**src/rtl/wbp2axilrd_pkg.sv**
```systemverilog
// Shared types for the WB-to-AXI-lite read bridge.
// AXI response codes and bridge state encoding.
package wbp2axilrd_pkg;

    localparam logic [1:0] AXI_RESP_OKAY   = 2'b00;
    localparam logic [1:0] AXI_RESP_EXOKAY = 2'b01;
    localparam logic [1:0] AXI_RESP_SLVERR = 2'b10;
    localparam logic [1:0] AXI_RESP_DECERR = 2'b11;

    typedef enum logic [1:0] {
        IDLE  = 2'd0,
        BUSY  = 2'd1,
        FLUSH = 2'd2
    } state_t;

endpackage

```
**src/rtl/wbp2axilrd.sv**
```systemverilog
// Pipelined Wishbone slave to AXI-lite read master bridge.
// Writes are refused with a bus error; reads return in order.
module wbp2axilrd
    import wbp2axilrd_pkg::*;
#(
    parameter int C_AXI_DATA_WIDTH = 32,
    parameter int C_AXI_ADDR_WIDTH = 28,
    parameter int LGFIFO           = 3,
    localparam int AW = C_AXI_ADDR_WIDTH - $clog2(C_AXI_DATA_WIDTH / 8)
) (
    input  logic                          i_clk,
    input  logic                          i_reset,
    input  logic                          i_wb_cyc,
    input  logic                          i_wb_stb,
    input  logic                          i_wb_we,
    input  logic [AW-1:0]                 i_wb_addr,
    input  logic [C_AXI_DATA_WIDTH/8-1:0] i_wb_sel,
    output logic                          o_wb_stall,
    output logic                          o_wb_ack,
    output logic                          o_wb_err,
    output logic [C_AXI_DATA_WIDTH-1:0]   o_wb_data,
    output logic                          o_axi_arvalid,
    input  logic                          i_axi_arready,
    output logic [C_AXI_ADDR_WIDTH-1:0]   o_axi_araddr,
    output logic [2:0]                    o_axi_arprot,
    input  logic                          i_axi_rvalid,
    output logic                          o_axi_rready,
    input  logic [C_AXI_DATA_WIDTH-1:0]   i_axi_rdata,
    input  logic [1:0]                    i_axi_rresp
);

    localparam int DW  = C_AXI_DATA_WIDTH;
    localparam int LSB = $clog2(DW / 8);
    localparam int CW  = LGFIFO + 1;

    localparam logic [CW-1:0] CNT_ONE = CW'(1);
    localparam logic [CW-1:0] FLEN    = CNT_ONE << LGFIFO;

    state_t                      state_q, state_d;
    logic [CW-1:0]               count_q, count_d;
    logic                        arvalid_q, arvalid_d;
    logic [C_AXI_ADDR_WIDTH-1:0] araddr_q, araddr_d;
    logic                        ack_q, ack_d;
    logic                        err_q, err_d;
    logic [DW-1:0]               data_q, data_d;

    logic req;
    logic rd_accept;
    logic wr_accept;
    logic r_take;
    logic r_resp;
    logic r_bad;

    // Byte selects carry no meaning for whole-word reads.
    logic unused_sel;
    assign unused_sel = ^i_wb_sel;

    // Stall whenever a new request could not be tracked or ordered.
    always_comb begin
        o_wb_stall = i_reset
                  || (arvalid_q && !i_axi_arready)
                  || (count_q == FLEN)
                  || (state_q == FLUSH)
                  || (i_wb_we && (count_q != '0));
    end

    assign req       = i_wb_cyc && i_wb_stb && !o_wb_stall;
    assign rd_accept = req && !i_wb_we;
    assign wr_accept = req && i_wb_we;

    // A response with nothing outstanding is ignored entirely.
    assign r_take = i_axi_rvalid && (count_q != '0);
    assign r_resp = r_take && (state_q == BUSY) && i_wb_cyc;
    assign r_bad  = (i_axi_rresp == AXI_RESP_SLVERR)
                 || (i_axi_rresp == AXI_RESP_DECERR);

    assign o_axi_rready  = !i_reset;
    assign o_axi_arprot  = 3'b000;
    assign o_axi_arvalid = arvalid_q;
    assign o_axi_araddr  = araddr_q;
    assign o_wb_ack      = ack_q;
    assign o_wb_err      = err_q;
    assign o_wb_data     = data_q;

    // Outstanding-read counter: accept adds, response retires.
    always_comb begin
        count_d = count_q;
        if (rd_accept && !r_take) begin
            count_d = count_q + CNT_ONE;
        end else if (!rd_accept && r_take) begin
            count_d = count_q - CNT_ONE;
        end
    end

    // Next state: flush abandons responses after cyc drop or error.
    always_comb begin
        state_d = state_q;
        unique case (state_q)
            IDLE: begin
                if (rd_accept) begin
                    state_d = BUSY;
                end
            end
            BUSY: begin
                if (count_d == '0) begin
                    state_d = IDLE;
                end else if (!i_wb_cyc || (r_resp && r_bad)) begin
                    state_d = FLUSH;
                end
            end
            FLUSH: begin
                if ((count_d == '0) && !arvalid_d) begin
                    state_d = IDLE;
                end
            end
            default: state_d = IDLE;
        endcase
    end

    // Outputs: AR channel hold, WB response strobes and read data.
    always_comb begin
        arvalid_d = arvalid_q;
        araddr_d  = araddr_q;
        ack_d     = 1'b0;
        err_d     = 1'b0;
        data_d    = data_q;
        if (arvalid_q && i_axi_arready) begin
            arvalid_d = 1'b0;
        end
        if (rd_accept) begin
            arvalid_d = 1'b1;
            araddr_d  = C_AXI_ADDR_WIDTH'(i_wb_addr) << LSB;
        end
        if (r_resp) begin
            data_d = i_axi_rdata;
            ack_d  = !r_bad;
            err_d  = r_bad;
        end
        if (wr_accept) begin
            err_d = 1'b1;
        end
    end

    // State register.
    always_ff @(posedge i_clk) begin
        if (i_reset) begin
            state_q <= IDLE;
        end else begin
            state_q <= state_d;
        end
    end

    // Datapath and counter registers.
    always_ff @(posedge i_clk) begin
        if (i_reset) begin
            count_q   <= '0;
            arvalid_q <= 1'b0;
            araddr_q  <= '0;
            ack_q     <= 1'b0;
            err_q     <= 1'b0;
            data_q    <= '0;
        end else begin
            count_q   <= count_d;
            arvalid_q <= arvalid_d;
            araddr_q  <= araddr_d;
            ack_q     <= ack_d;
            err_q     <= err_d;
            data_q    <= data_d;
        end
    end

endmodule

```
**config.mk**
```make
export PLATFORM = sky130hd
export DESIGN_NAME = wbp2axilrd
export DESIGN_NICKNAME = d
export VERILOG_FILES = /design/src/rtl/wbp2axilrd_pkg.sv /design/src/rtl/wbp2axilrd.sv
export SDC_FILE = /design/constraint.sdc
export NUM_CORES = 1
export LEC_CHECK = 0
export BUFFER_PORTS_ARGS = -buffer_cell sky130_fd_sc_hd__buf_2
export CAP_MARGIN = 20
export CORE_MARGIN = 2
export CORE_UTILIZATION = 40
export DETAILED_ROUTE_END_ITERATION = 16
export GPL_ROUTABILITY_DRIVEN = 0
export PLACE_DENSITY = 0.82
export SETUP_SLACK_MARGIN = 0.4
export SYNTH_ARGS = -nofsm -noshare
export SYNTH_HDL_FRONTEND = slang
export SYNTH_SLANG_ARGS = --single-unit
```
**constraint.sdc**
```tcl
create_clock -name i_clk -period 2.2 [get_ports i_clk]
set_input_delay 0.11 -clock i_clk [delete_from_list [all_inputs] [get_ports i_clk]]
set_output_delay 0.11 -clock i_clk [all_outputs]
set_load 0.02 [all_outputs]
```
==> impl_metrics.csv, run 1 <==
group,metric,value,unit
run_status,status,"completed",
final_layout,fin_nets,602,
yosys,synthAdderAreaFrac,0.917,%
placement,io_buffers,128,
clock_tree,clock_latency,0.34,ns
drt,drt-pass1-iter-count,7,
drt,vias_per_cell,5.00,
clock_tree,path_clk_slew,0.08,ns
drt,drt-initial-drc-count,175,
sta,hold_viol_final,0,
clock_tree,cts-root-buf,"clkbuf_8",
yosys,synth-xor-area-share,0.642,%
floorplanning,die_x,86.6,µm
global_route,grt_pass1_vias,2913,
floorplanning,num_io_pins,139,
drt,wl_per_cell,13.9,µm
drt,routed_wirelength,8.54,mm
yosys,yosys-top-cells-count,"nand2_1 (125), dfxtp_1 (67), a21oi_1 (64)",
final_layout,drive_gt1_share,36.3,%
clock_tree,cts_sinks,67,
yosys,synth-simple-area-share,25.0,%
drt,top_layer_used,"met4",
drt,antenna_left,0,
floorplanning,die_h,86.6,µm
final_layout,area_growth,60.0,%
drt,met2_length,4.44,mm
yosys,synth.distinct_cells,46,
yosys,yosysSeqAreaShare,49.2,%
sta,fin_hold_ws,0.0138,ns
power_and_ir_drop,p_leak,1.93,nW
yosys,avgSynthCellArea,8.00,µm²
global_route,grt_use_total,22.1,%
yosys,synth-edff-count,0,
worst_setup_path,rr_worst_depth,8,
sta,rsz0062_at_grt,"yes",
sta,slew-limit-headroom,53.3,%
clock_tree,cts_tree,"done",
final_layout,final_core_util,65.3,%
worst_hold_path,holdPathStages,3,
sta,finClkSkew,0.00849,ns
drt,drc_errors,0,
final_layout,diodes,0,
power_and_ir_drop,power_density,743,nW/µm²
floorplanning,initial_core_util,40.8,%
clock_tree,cts_buffers,9,
yosys,synth_top_cell_by_area,"dfxtp_1",
power_and_ir_drop,peakVddDrop,0.407,mV
worst_setup_path,setup.worst_path.end_class,"flip-flop",
yosys,ys_seq_elements,67,
yosys,syn_inst,341,
final_layout,fill_cells,548,
global_route,antenna_found_initial,0,
yosys,synth_compound_area_share,17.3,%
worst_setup_path,critPathLaunchType,"flip-flop",
worst_setup_path,worstPathArrival,2.04,ns
floorplanning,core,6680,µm²
drt,met1_length,3.25,mm
yosys,syn_area,2730,µm²
global_route,grt_overflow,0,
floorplanning,die-area,7500,µm²
sta,fin_crit_sh,81.0,%
job,maxCapViolCount,0,
placement,detailed_place_hpwl,4.65,mm
drt,num_vias,3070,
worst_setup_path,path_class,"flip-flop to flip-flop",
yosys,synth_area_leaders,"dfxtp_1 (49%), nand2_1 (17%), a21oi_1 (12%)",
sta,setup_violations,0,
sta,finalCriticalPeriod,1.78,ns
yosys,muxShareOfSynthArea,0.917,%
yosys,synth_warnings,0,
floorplanning,rows,30,
yosys,synth_top_family_by_area,"simple AND/OR/NAND/NOR gates",
drt,wl_met3,603,µm
clock_tree,ctsHtreeMaxLevel,3,
global_route,grt_pass1_wl,13.2,mm
sta,fin_setup_tns,0,ns
yosys,post-synth-top-count-cell,"nand2_1",
yosys,synthArstFlopShare,0,%
global_route,grt_max_degree,69,
worst_setup_path,worst-path-max-fanout,5,
clock_tree,cts_buffer_depth,2,
sta,tightestPinTransition,0.701,ns
worst_hold_path,holdCritPathClass,"primary input to flip-flop",
yosys,synth_top_area_share,49.2,%
yosys,ys.flop_type,"dfxtp_1",
sta,drv_slew,0,
worst_setup_path,worst_ep_required_time,2.45,ns
sta,clock.fmax,561,MHz
[cells in the final DEF, fill, tap and decap left out, types with 3 or more instances in the layout]
master	n
dfxtp_1	62
buf_4	12
nand2b_4	3
dlygate4sd3_1	55
a21oi_1	62
buf_2	127
buf_6	3
dfxtp_2	3
inv_1	3
nor2_1	5
clkbuf_8	10
conb_1	5
nand2_1	125
[routing by layer]
metal  vias to the layer above  global-route usage, %
met5                         -                      0
met2                       152                   39.6
li1                       1498                      -
met1                      1394                   24.6
met3                        26                   5.24
met4                         0                   10.5
[kinds of logic after synthesis]
logic type | after synthesis
compound gates | 81
xor+xnor | 2
fa+ha+maj | 2
buf+inv | 32
flops | 67
mux | 2
other cells | 1
simple gates | 154
[state kept, by name, summed over array words and instances (netlist names)]
register / flops
count_q: 4
o_axi_arvalid: 1
o_wb_ack: 1
o_wb_err: 1
o_wb_data: 32
state_q: 2
o_axi_araddr: 26
[report_power, final]
group	internal, mW	switching, mW
combinational	0.493	0.476
sequential	1.27	0.0515
clock	0.453	0.500
total	2.22	1.03
[timing repair]
action                                  in CTS  in global routing
endpoints found under the hold margin       55                  0
cloned                                       0                  1
buffers inserted                             6                  5
endpoints found under the setup margin       3                 36
gates resized for setup                      8                 22
hold buffers                                55                  0
pin swaps                                    3                  7
[through the flow]
step                      std cells  setup WS, ns  area (µm²)  total power [mW]
after global routing            614         0.327        4360              3.41
final                           614         0.418        4360              3.24
after CTS                       608         0.402        4220              3.09
after detailed placement        531         0.289        3410              1.96
after floorplan                 345         0.416        2750              1.80
after global placement          531         0.346        3410              1.93
[worst max-delay path: stages, from the launching register on]
cell      delay (ns)
dfxtp_4         0.36
inv_4           0.07
ha_4            0.17
nand2b_4        0.08
o21ai_2         0.22
nand3_2         0.17
and4_4          0.22
o211a_1         0.23
o32ai_2         0.18
[area by class of cell]
cell class / instances / area [µm²] / share of cell area (%)
sequential: 67 / 1350 / 31.0
timing repair buffer: 200 / 1380 / 31.5
inverter: 5 / 23.8 / 0.545
clock buffer: 10 / 138 / 3.15
clock inverter: 6 / 47.5 / 1.09
multi-input combinational: 246 / 1330 / 30.4
tap: 80 / 100 / 2.29
[final timing paths]
kind | startpoint | to | slack (ns)
worst min register to register | o_axi_araddr[21] | o_axi_araddr[21] | 0.45
worst max register to register | count_q[1] | state_q[1] | 0.42
worst min-delay path | i_wb_addr[5] | o_axi_araddr[7] | 0.01
worst max-delay path | count_q[1] | state_q[1] | 0.42
Power figures use the tool's default switching activity.
==> run 2, diff against run 1 <==
==> constraint.sdc (replaced) <==
create_clock -name i_clk -period 1.81 [get_ports i_clk]
set_input_delay 0.0905 -clock i_clk [delete_from_list [all_inputs] [get_ports i_clk]]
set_output_delay 0.0905 -clock i_clk [all_outputs]
set_load 0.02 [all_outputs]
==> impl_metrics.csv, run 2 (synthesis results as in run 1) <==
group,metric,value,unit
global_route,grt_overflow,0,
sta,setup_violations,0,
drt,num_vias,3233,
clock_tree,ctsHtreeMaxLevel,3,
run_status,status,"completed",
floorplanning,die-area,7500,µm²
global_route,antenna_found_initial,0,
final_layout,drive_gt1_share,51.9,%
final_layout,area_growth,90.0,%
drt,antenna_left,0,
worst_setup_path,critPathLaunchType,"flip-flop",
worst_setup_path,slowest_stage,"dfxtp_4",
sta,finalCriticalPeriod,1.77,ns
drt,drt-initial-drc-count,128,
sta,fin_hold_ws,0.00396,ns
worst_setup_path,slowest_delay,0.36,ns
worst_setup_path,path_class,"flip-flop to flip-flop",
sta,clock.fmax,565,MHz
clock_tree,cts_buffer_depth,2,
global_route,grt_use_total,26.2,%
power_and_ir_drop,peakVddDrop,0.628,mV
sta,rsz0062_at_grt,"yes",
global_route,grt_max_degree,36,
power_and_ir_drop,p_leak,2.24,nW
clock_tree,cts_buffers,9,
floorplanning,num_io_pins,139,
worst_setup_path,worst-path-max-fanout,5,
final_layout,regArea,1350,µm²
final_layout,final_cell_mix,"buf_2 (127), nand2_1 (91), dfxtp_1 (62), dlygate4sd3_1 (45), a21oi_2 (34)",
floorplanning,initial_core_util,40.8,%
drt,drc_errors,0,
floorplanning,die_x,86.6,µm
clock_tree,clock_latency,0.34,ns
floorplanning,core,6680,µm²
placement,io_buffers,128,
drt,drt-pass1-iter-count,4,
clock_tree,cts_sinks,67,
power_and_ir_drop,power_density,868,nW/µm²
sta,drv_slew,0,
drt,routed_wirelength,10.2,mm
drt,vias_per_cell,5.12,
final_layout,mostFrequentLayoutCell,"buf_2",
clock_tree,cts-root-buf,"clkbuf_8",
worst_setup_path,worst_ep_required_time,2.01,ns
worst_setup_path,cp_top_family,"compound AO/OA/AOI/OAI gates",
sta,fin_setup_tns,0,ns
sta,hold_viol_final,0,
placement,detailed_place_hpwl,4.94,mm
global_route,grt_pass1_vias,3280,
sta,fin_crit_sh,97.8,%
final_layout,diodes,0,
worst_setup_path,setup.worst_path.end_class,"flip-flop",
drt,wl_per_cell,16.1,µm
final_layout,multi_input_area,1660,µm²
final_layout,largest_reg_flops,32,
worst_setup_path,cp_cell_sequence,"inv_4, ha_4, nand3b_1, a32o_2, a222oi_1, o211a_1, o32ai_2",
worst_setup_path,worstPathArrival,1.97,ns
worst_setup_path,cp_num_buf_inv,1,
final_layout,fill_cells,403,
worst_hold_path,holdCritPathClass,"primary input to flip-flop",
floorplanning,rows,30,
floorplanning,die_h,86.6,µm
job,maxCapViolCount,0,
clock_tree,path_clk_slew,0.08,ns
global_route,grt_pass1_wl,15.3,mm
sta,finClkSkew,0.0115,ns
final_layout,fin_nets,619,
clock_tree,cts_tree,"done",
run 2: changes by cell type in the layout (fill, tap and decap cells not counted), moves of 9 or more:
cell / change
nand2_1: -34
a21oi_2: +32
dlygate4sd3_1: -10
a21oi_1: -32
nand2_2: +10
buf_16: +9
nand2_4: +24
buf_12: +9
run 2: report_power, final:
group	internal [mW]	total [mW]	leakage [nW]	switching, mW
registers	1.54	1.62	0.544	0.0736
clock network	1.00	1.59	0.129	0.584
logic	0.689	1.29	1.56	0.603
run 2: repair_timing:
item                       4_1_cts  5_1_grt
gates resized for setup         78       47
setup endpoints to repair       68       68
hold endpoints to repair        43        2
pin swaps                       50       20
setup buffers                   19        4
cloned                           9        1
hold buffers                    43        2
run 2: final cells by class:
type                    instances  area share, %
well taps                      80           1.93
repair buffers                217           34.4
multi-input cells             246           32.1
inverters                       5          0.459
clock inverters                 5           2.08
flip-flops and latches         67           26.1
clock buffers                  11           2.95
run 2: per-stage QoR:
step	utilization [%]	instances	instance area, µm²	setup slack (ns)	power, mW
2_1_floorplan	-	345	2790	0.116	2.23
3_3_place_gp	52.6	537	3510	0.0851	2.44
3_5_place_dp	52.6	537	3510	0.0339	2.47
4_1_cts	73.8	624	4930	0.0944	4.39
5_1_grt	77.6	631	5180	-0.0659	4.70
6_report	77.6	631	5180	0.0406	4.50
run 2: worst paths after layout:
| kind | startpoint | endpoint | depth (start not counted) | slack, ns |
|---|---|---|---|---|
| setup / recovery | count_q[0] | state_q[1] | 7 | 0.04 |
| hold / removal | i_axi_rdata[4] | o_wb_data[4] | 3 | 0.004 |
| setup reg to reg | count_q[0] | state_q[1] | 7 | 0.04 |
| hold reg to reg | o_axi_araddr[20] | o_axi_araddr[20] | 2 | 0.46 |
run 2: worst min-delay path, stage by stage:
cell and delay (ns):
buf_2 0.09, nand2_1 0.05, a21oi_1 0.06
run 2: metal layers:
| layer | routed length [µm] | vias up | global-route usage, % |
|---|---|---|---|
| li1 | - | 1543 | - |
| met1 | 3720 | 1516 | 28.7 |
| met2 | 5450 | 153 | 48.0 |
| met3 | 761 | 21 | 6.57 |
| met4 | 238 | 0 | 10.4 |
| met5 | 0 | - | 0 |
